**config.mk**
```make
export PLATFORM = sky130hd
export DESIGN_NAME = pipeline_hazard_ctrl
export DESIGN_NICKNAME = d
export VERILOG_FILES = /design/src/rtl/pipeline_hazard_ctrl.sv
export SDC_FILE = /design/constraint.sdc
export NUM_CORES = 1
export LEC_CHECK = 0
export CAP_MARGIN = 15
export CORE_ASPECT_RATIO = 0.7
export CORE_UTILIZATION = 40
export CTS_BUF_LIST = sky130_fd_sc_hd__clkbuf_4 sky130_fd_sc_hd__clkbuf_8
export CTS_CLUSTER_SIZE = 20
export DETAILED_ROUTE_END_ITERATION = 16
export PLACE_DENSITY = 0.68
export SYNTH_ARGS = -nofsm -noshare
export SYNTH_HDL_FRONTEND = slang
export SYNTH_SLANG_ARGS = --single-unit
```
**constraint.sdc**
```tcl
create_clock -name CLK -period 2.5 [get_ports CLK]
set_input_delay 0.5 -clock CLK [delete_from_list [all_inputs] [get_ports CLK]]
set_output_delay 0.5 -clock CLK [all_outputs]
set_load 0.005 [all_outputs]
```
**src/rtl/pipeline_hazard_ctrl.sv**
```systemverilog
// Stall/squash controller for the 5-stage pipeline: load-use bubbles, EX redirects,
// data-memory wait freeze with timeout, and halt drain. State advances on negedge CLK.
`timescale 1ns/1ps
module pipeline_hazard_ctrl #(
  parameter int unsigned MAX_MEM_WAIT = 15,
  parameter logic [1:0]  WBSEL_LOAD   = 2'b01
) (
  input  logic        CLK,
  input  logic        RST,
  input  logic [4:0]  Rs1_id,
  input  logic [4:0]  Rs2_id,
  input  logic        UseRs1_id,
  input  logic        UseRs2_id,
  input  logic        valid_id,
  input  logic [4:0]  Rdst_ex,
  input  logic        RWrEn_ex,
  input  logic [1:0]  WBSel_ex,
  input  logic        valid_ex,
  input  logic        halt_ex,
  input  logic        Redirect_ex,
  input  logic        MemReq_mem,
  input  logic        MemReady_mem,
  input  logic        valid_mem,
  input  logic        halt_wb,
  input  logic        valid_wb,
  output logic        WEN_pc,
  output logic        WEN_ifid,
  output logic        WEN_idex,
  output logic        WEN_exmem,
  output logic        WEN_memwb,
  output logic        squash_ifid,
  output logic        squash_idex,
  output logic        halted,
  output logic        mem_timeout,
  output logic [31:0] stall_cycles
);

  // state    | meaning
  // RUN      | normal flow; hazards handled cycle by cycle
  // MEM_WAIT | data memory busy, whole pipe frozen, wait counter running
  // DRAIN    | halt passed EX; PC frozen and NOPs fed until halt reaches WB
  // HALTED   | pipe frozen until reset
  typedef enum logic [1:0] {RUN, MEM_WAIT, DRAIN, HALTED} state_t;

  localparam logic [8:0] MAX_WAIT = 9'(MAX_MEM_WAIT);

  state_t      state_q, state_d;
  logic [7:0]  wait_cnt_q, wait_cnt_d;
  logic        ret_drain_q, ret_drain_d;
  logic        mem_timeout_q, mem_timeout_d;
  logic [31:0] stall_cycles_q, stall_cycles_d;

  logic       mem_busy;
  logic       load_use;
  logic       rs1_hit;
  logic       rs2_hit;
  logic [8:0] wait_inc;

  assign mem_busy = valid_mem & MemReq_mem & ~MemReady_mem;
  assign rs1_hit  = UseRs1_id & (Rs1_id == Rdst_ex);
  assign rs2_hit  = UseRs2_id & (Rs2_id == Rdst_ex);
  assign load_use = valid_ex & valid_id & (WBSel_ex == WBSEL_LOAD) & ~RWrEn_ex &
                    (Rdst_ex != 5'd0) & (rs1_hit | rs2_hit);
  assign wait_inc = {1'b0, wait_cnt_q} + 9'd1;

  // Outputs are forced low while reset is held, whatever the stage inputs say.
  always_comb begin
    WEN_pc      = 1'b0;
    WEN_ifid    = 1'b0;
    WEN_idex    = 1'b0;
    WEN_exmem   = 1'b0;
    WEN_memwb   = 1'b0;
    squash_ifid = 1'b0;
    squash_idex = 1'b0;
    halted      = 1'b0;
    if (RST) begin
      if (state_q == HALTED) begin
        WEN_pc    = 1'b1;
        WEN_ifid  = 1'b1;
        WEN_idex  = 1'b1;
        WEN_exmem = 1'b1;
        WEN_memwb = 1'b1;
        halted    = 1'b1;
      end else if (mem_busy) begin
        WEN_pc    = 1'b1;
        WEN_ifid  = 1'b1;
        WEN_idex  = 1'b1;
        WEN_exmem = 1'b1;
        WEN_memwb = 1'b1;
      end else if (Redirect_ex) begin
        // the ID instruction is wrong-path, so a coincident load-use is moot
        squash_ifid = 1'b1;
        squash_idex = 1'b1;
      end else if (load_use) begin
        WEN_pc      = 1'b1;
        WEN_ifid    = 1'b1;
        squash_idex = 1'b1;
      end else if (state_q == DRAIN) begin
        WEN_pc      = 1'b1;
        squash_ifid = 1'b1;
      end
    end
  end

  always_comb begin
    state_d       = state_q;
    wait_cnt_d    = wait_cnt_q;
    ret_drain_d   = ret_drain_q;
    mem_timeout_d = mem_timeout_q;
    case (state_q)
      RUN: begin
        if (mem_busy) begin
          state_d     = MEM_WAIT;
          wait_cnt_d  = 8'd1;
          ret_drain_d = 1'b0;
        end else if (valid_ex && halt_ex && !Redirect_ex) begin
          state_d = DRAIN;
        end
      end
      DRAIN: begin
        if (mem_busy) begin
          state_d     = MEM_WAIT;
          wait_cnt_d  = 8'd1;
          ret_drain_d = 1'b1;
        end else if (valid_wb && halt_wb) begin
          state_d = HALTED;
        end
      end
      MEM_WAIT: begin
        if (!mem_busy) begin
          state_d     = ret_drain_q ? DRAIN : RUN;
          wait_cnt_d  = 8'd0;
          ret_drain_d = 1'b0;
        end else if (wait_inc >= MAX_WAIT) begin
          // this cycle is wait number MAX_MEM_WAIT; give up and freeze
          state_d       = HALTED;
          wait_cnt_d    = 8'd0;
          ret_drain_d   = 1'b0;
          mem_timeout_d = 1'b1;
        end else begin
          wait_cnt_d = wait_inc[7:0];
        end
      end
      HALTED: begin
        state_d = HALTED;
      end
      default: begin
        state_d = RUN;
      end
    endcase

    stall_cycles_d = stall_cycles_q;
    if (WEN_pc && (state_q != HALTED) && (stall_cycles_q != 32'hFFFF_FFFF)) begin
      stall_cycles_d = stall_cycles_q + 32'd1;
    end
  end

  always_ff @(negedge CLK or negedge RST) begin
    if (!RST) begin
      state_q        <= RUN;
      wait_cnt_q     <= 8'd0;
      ret_drain_q    <= 1'b0;
      mem_timeout_q  <= 1'b0;
      stall_cycles_q <= 32'd0;
    end else begin
      state_q        <= state_d;
      wait_cnt_q     <= wait_cnt_d;
      ret_drain_q    <= ret_drain_d;
      mem_timeout_q  <= mem_timeout_d;
      stall_cycles_q <= stall_cycles_d;
    end
  end

  assign mem_timeout  = mem_timeout_q;
  assign stall_cycles = stall_cycles_q;

endmodule
```
Word level (Yosys, flattened, before mapping)
Index checks and enable logic that the tools add are counted.

Add/sub/neg operators: 2. Magnitude comparators: 1. Eq/ne operators: 14. Mux-type cells: 42. Bitwise operators: 12. Reductions and logical operators: 15.

Operators with widths (count): $add A32 B1 Y32 const B (1); $ne A32 B32 Y1 const B (1); $mux W1 (29); $mux W8 (3); $pmux W8 S2 (1); $mux W2 (7); $eq A5 B5 Y1 (2); $add A8 B1 Y9 const B (1); $and A1 B1 Y1 (9); $ge A9 B4 Y1 const B (1); $pmux W2 S4 (1); $ne A2 B2 Y1 const B (3); $ne A3 B3 Y1 const B (2); $reduce_and A3 Y1 (2); $logic_and A1 B1 Y1 (5); $reduce_bool A5 Y1 (1); $eq A2 B1 Y1 const B (2); $eq A2 B2 Y1 const B (2); $reduce_and A4 Y1 (1); $ne A3 B2 Y1 const B (1); $pmux W1 S3 (1); $reduce_bool A3 Y1 (1); $logic_not A2 Y1 (1); $ne A2 B1 Y1 const B (1); 6 further kinds (7).

Bits in registers: 44. Input bits: 31. Output and inout bits: 41. Logic and storage cells: 91.

Longest topological paths before layout
Depth after elaboration: 12. Mapped depth: 9. Depth with buffers taken out: 8.

==> flow_metrics.env <==
export IMPL_status="complete, but fails checks"
export IMPL_violations="setup timing"
export IMPL_area_delta_synth_final_pct=75.3
export IMPL_hold_violations=0
export IMPL_ys_seq_area_share_pct=41.5
export IMPL_max_cap_violations=0
export IMPL_min_delay_path_class="reg2reg"
export IMPL_numPortBuffers=71
export IMPL_initial_core_util_pct=42.0
export IMPL_ys_types=49
export IMPL_dp_cells=480
export IMPL_yosys_area_top_type="dfrtn_1"
export IMPL_arrival_ps=2160
export IMPL_rows=24
export IMPL_crit_family="buffers and inverters"
export IMPL_drive_above_1_share_pct=52.2
export IMPL_grt_pass1_wl_um=13700
export IMPL_synth_area_top_cells="dfrtn_1 42%, xor2_1 10%, xnor2_1 3.6%, nand4_1 3.5%, ha_1 3.3%"
export IMPL_crit_type="in2reg"
export IMPL_clkSlewWorstSetupHoldPaths_ps=60
export IMPL_clockBufferDepth=2
export IMPL_dr_pass1_iters=4
export IMPL_vias=2786
export IMPL_switching_share_pct=23.2
export IMPL_gp_congestion=0.809
export IMPL_p_clk_share_pct=34.3
export IMPL_reg2reg_slack_ps=-130
export IMPL_hpwl_um=5320
export IMPL_die_area_um2=6960
export IMPL_pwr_share_comb_pct=13.4
export IMPL_cts_root_buf="clkbuf_8"
export IMPL_yosysWarningCount=0
export IMPL_numClockSinks=44
export IMPL_avgSynthCellArea_um2=9.40
export IMPL_ys_async_sr_fraction_pct=100
export IMPL_routedWlPerCell_um=16.6
export IMPL_crit_path_start_kind="input pin"
export IMPL_setup_viol=84
export IMPL_synth_top_area_share_pct=41.5
export IMPL_setup_tns_ps=-32100
export IMPL_powerDensity_nw_per_um2=303
export IMPL_die_width_um=99.3
export IMPL_tightest_slew_ps=620
export IMPL_clk_latency_ps=300
export IMPL_switching_power_mw=0.326
export IMPL_max_stage_delay_ps=340
export IMPL_rr_worst_depth=9
export IMPL_synth_seq_cells=44
export IMPL_ys_top_cells_by_count="44 x dfrtn_1, 31 x xor2_1, 20 x nand2_1, 16 x nor2_1, 16 x nor3_1"
export IMPL_drtIter0Drc=107
export IMPL_grt_pass1_vias=2848
export IMPL_yosysMostFrequentCell="dfrtn_1"
export IMPL_htree_levels=2
export IMPL_vdd_drop_max_v=0.000260
export IMPL_p_int_mw=1.08
export IMPL_synthCells=282
export IMPL_grt_ovfl_total=0
export IMPL_postRouteAntennaNets=0
export IMPL_worstReg2RegStart="stall_cycles[2]$_DFFE_NN0P_"
export IMPL_holdCritStartpoint="ret_drain_q$_DFFE_NN0P_"
export IMPL_synth_area_um2=2650
export IMPL_stdcell_count=524
export IMPL_path_buf_inv=3
export IMPL_holdPathEnd="ret_drain_q$_DFFE_NN0P_"
export IMPL_synth_main_ff_cell="dfrtn_1"
export IMPL_vias_per_cell=5.32
export IMPL_wl_um=8690
export IMPL_antenna_found_initial=0
export IMPL_nets=484
export IMPL_drc=0
export IMPL_slew_limit_headroom_pct=58.7
export IMPL_numCtsBuffers=5
export IMPL_crit_chain="dlygate4sd2_1 > xnor2_1 > nand4_1 > o22ai_2 > a21oi_2 > buf_6 > buf_16 > or3_4 > xnor2_2"
export IMPL_critical_path_slowest_cell="or3_4"
export IMPL_power_leakage_nw=2.28
export IMPL_cts_tree="built"
export IMPL_core_area_um2=6310
export IMPL_clock_skew_final_ps=3.04
export IMPL_drv_slew=0
export IMPL_grt_usage_pct=25.2
export IMPL_critPathCaptureType="register"
export IMPL_synth_edf_count=0
export IMPL_syn_nets=320
export IMPL_min_delay_path_depth=2
export IMPL_setup_ws_ps=-766
export IMPL_grt_max_degree=48
export IMPL_reg2reg_to="stall_cycles[24]$_DFFE_NN0P_"
export IMPL_seqPwrFrac_pct=52.3
export IMPL_cp_max_fo=7
export IMPL_rsz0062_at_grt="true"
export IMPL_cp_required_ps=1400
export IMPL_diodes=0
export IMPL_ios=72
export IMPL_die_height_um=70.1
-- layer usage --
metal	global-route usage, %	wire, µm	vias to the layer above
met3	4.40	430	6
met2	43.1	4480	87
met1	32.9	3710	1352
met4	6.70	73	0
met5	0	0	-
li1	-	-	1341
-- cell usage in the layout (no fill, tap or decap), types with 3 or more instances in the layout --
| master | instances |
|---|---|
| buf_12 | 3 |
| o21ai_0 | 4 |
| xnor2_1 | 8 |
| and2_4 | 5 |
| clkdlybuf4s50_1 | 4 |
| nor2b_1 | 3 |
| clkbuf_8 | 7 |
| xnor2_2 | 3 |
| nand2b_1 | 5 |
| dfrtn_1 | 44 |
| a21oi_2 | 6 |
| nor2_1 | 7 |
| and3_1 | 5 |
| nand2_1 | 19 |
| nor4_4 | 8 |
| nor3_4 | 11 |
| buf_6 | 17 |
| dlygate4sd2_1 | 8 |
| nor2_2 | 4 |
| inv_1 | 3 |
| xor2_1 | 31 |
| clkbuf_2 | 5 |
| nor2_4 | 6 |
| clkdlybuf4s15_1 | 5 |
| nor3_2 | 3 |
| buf_4 | 84 |
| buf_2 | 41 |
| o21ai_1 | 3 |
| nand3_1 | 14 |
| nand4_1 | 15 |
| ha_1 | 5 |
-- worst max path at each step --
stage                     startpoint                      endpoint  slack, ps  cells after the start
after global placement    Rdst_ex[0]  stall_cycles[14]$_DFFE_NN0P_      -1350                      9
after floorplan           Rdst_ex[0]   stall_cycles[1]$_DFFE_NN0P_       -830                      7
after detailed placement  Rdst_ex[3]   stall_cycles[7]$_DFFE_NN0P_      -1500                      9
after CTS                 Rdst_ex[4]  stall_cycles[25]$_DFFE_NN0P_       -830                     10
after global routing       Rs1_id[3]  stall_cycles[24]$_DFFE_NN0P_       -810                      9
final                      Rs1_id[3]  stall_cycles[24]$_DFFE_NN0P_       -770                      9
-- state kept, by name, summed over array words and instances, names as in the netlist --
register	flops
state_q	2
stall_cycles	32
ret_drain_q	1
mem_timeout	1
wait_cnt_q	8
-- kinds of logic after synthesis --
logic type,synth area share (%)
XOR/XNOR,13.9
adder cells (fa/ha/maj),3.30
AND/OR/NAND/NOR,27.5
flip-flops,41.5
AO/OA/AOI/OAI,9.06
multiplexers,1.32
buffers and inverters,3.40
-- worst min-delay path, cell delays in order (launching register included) --
cell and delay (ps):
dfrtn_1 420, a21oi_2 40, a21oi_1 100
-- cell type report --
type,count,area [µm²]
clock buffer,7,96.3
fill,430,1660
inverter,5,21.3
multi-input combinational,219,1990
sequential,44,1100
tap,78,97.6
timing repair buffer,171,1340
-- power groups by stage --
stage | sequential, mW | clock [mW] | combinational (mW)
6_report | 0.736 | 0.483 | 0.189
5_1_grt | 0.737 | 0.523 | 0.203
4_1_cts | 0.735 | 0.491 | 0.173
3_5_place_dp | 0.749 | 0 | 0.181
3_3_place_gp | 0.749 | 0 | 0.178
2_1_floorplan | 0.756 | 0 | 0.0416
-- through the flow --
step | setup WS, ps | hold slack (ps) | power, mW | area, µm² | util, %
after floorplan | -829 | 427 | 0.797 | 2770 | -
after global placement | -1350 | 460 | 0.926 | 3970 | 63.0
after detailed placement | -1500 | 457 | 0.930 | 3970 | 63.0
after CTS | -827 | 485 | 1.40 | 4520 | 71.6
after global routing | -813 | 509 | 1.46 | 4650 | 73.7
final | -766 | 483 | 1.41 | 4650 | 73.7
-- repair_timing --
| action | 4_1_cts | 5_1_grt |
|---|---|---|
| setup endpoints to repair | 85 | 84 |
| cloned | 2 | 0 |
| pin swaps | 53 | 34 |
| hold buffers | 0 | 0 |
| setup buffers | 28 | 10 |
| gates resized for setup | 293 | 39 |
(Power assumes the default switching activity.)
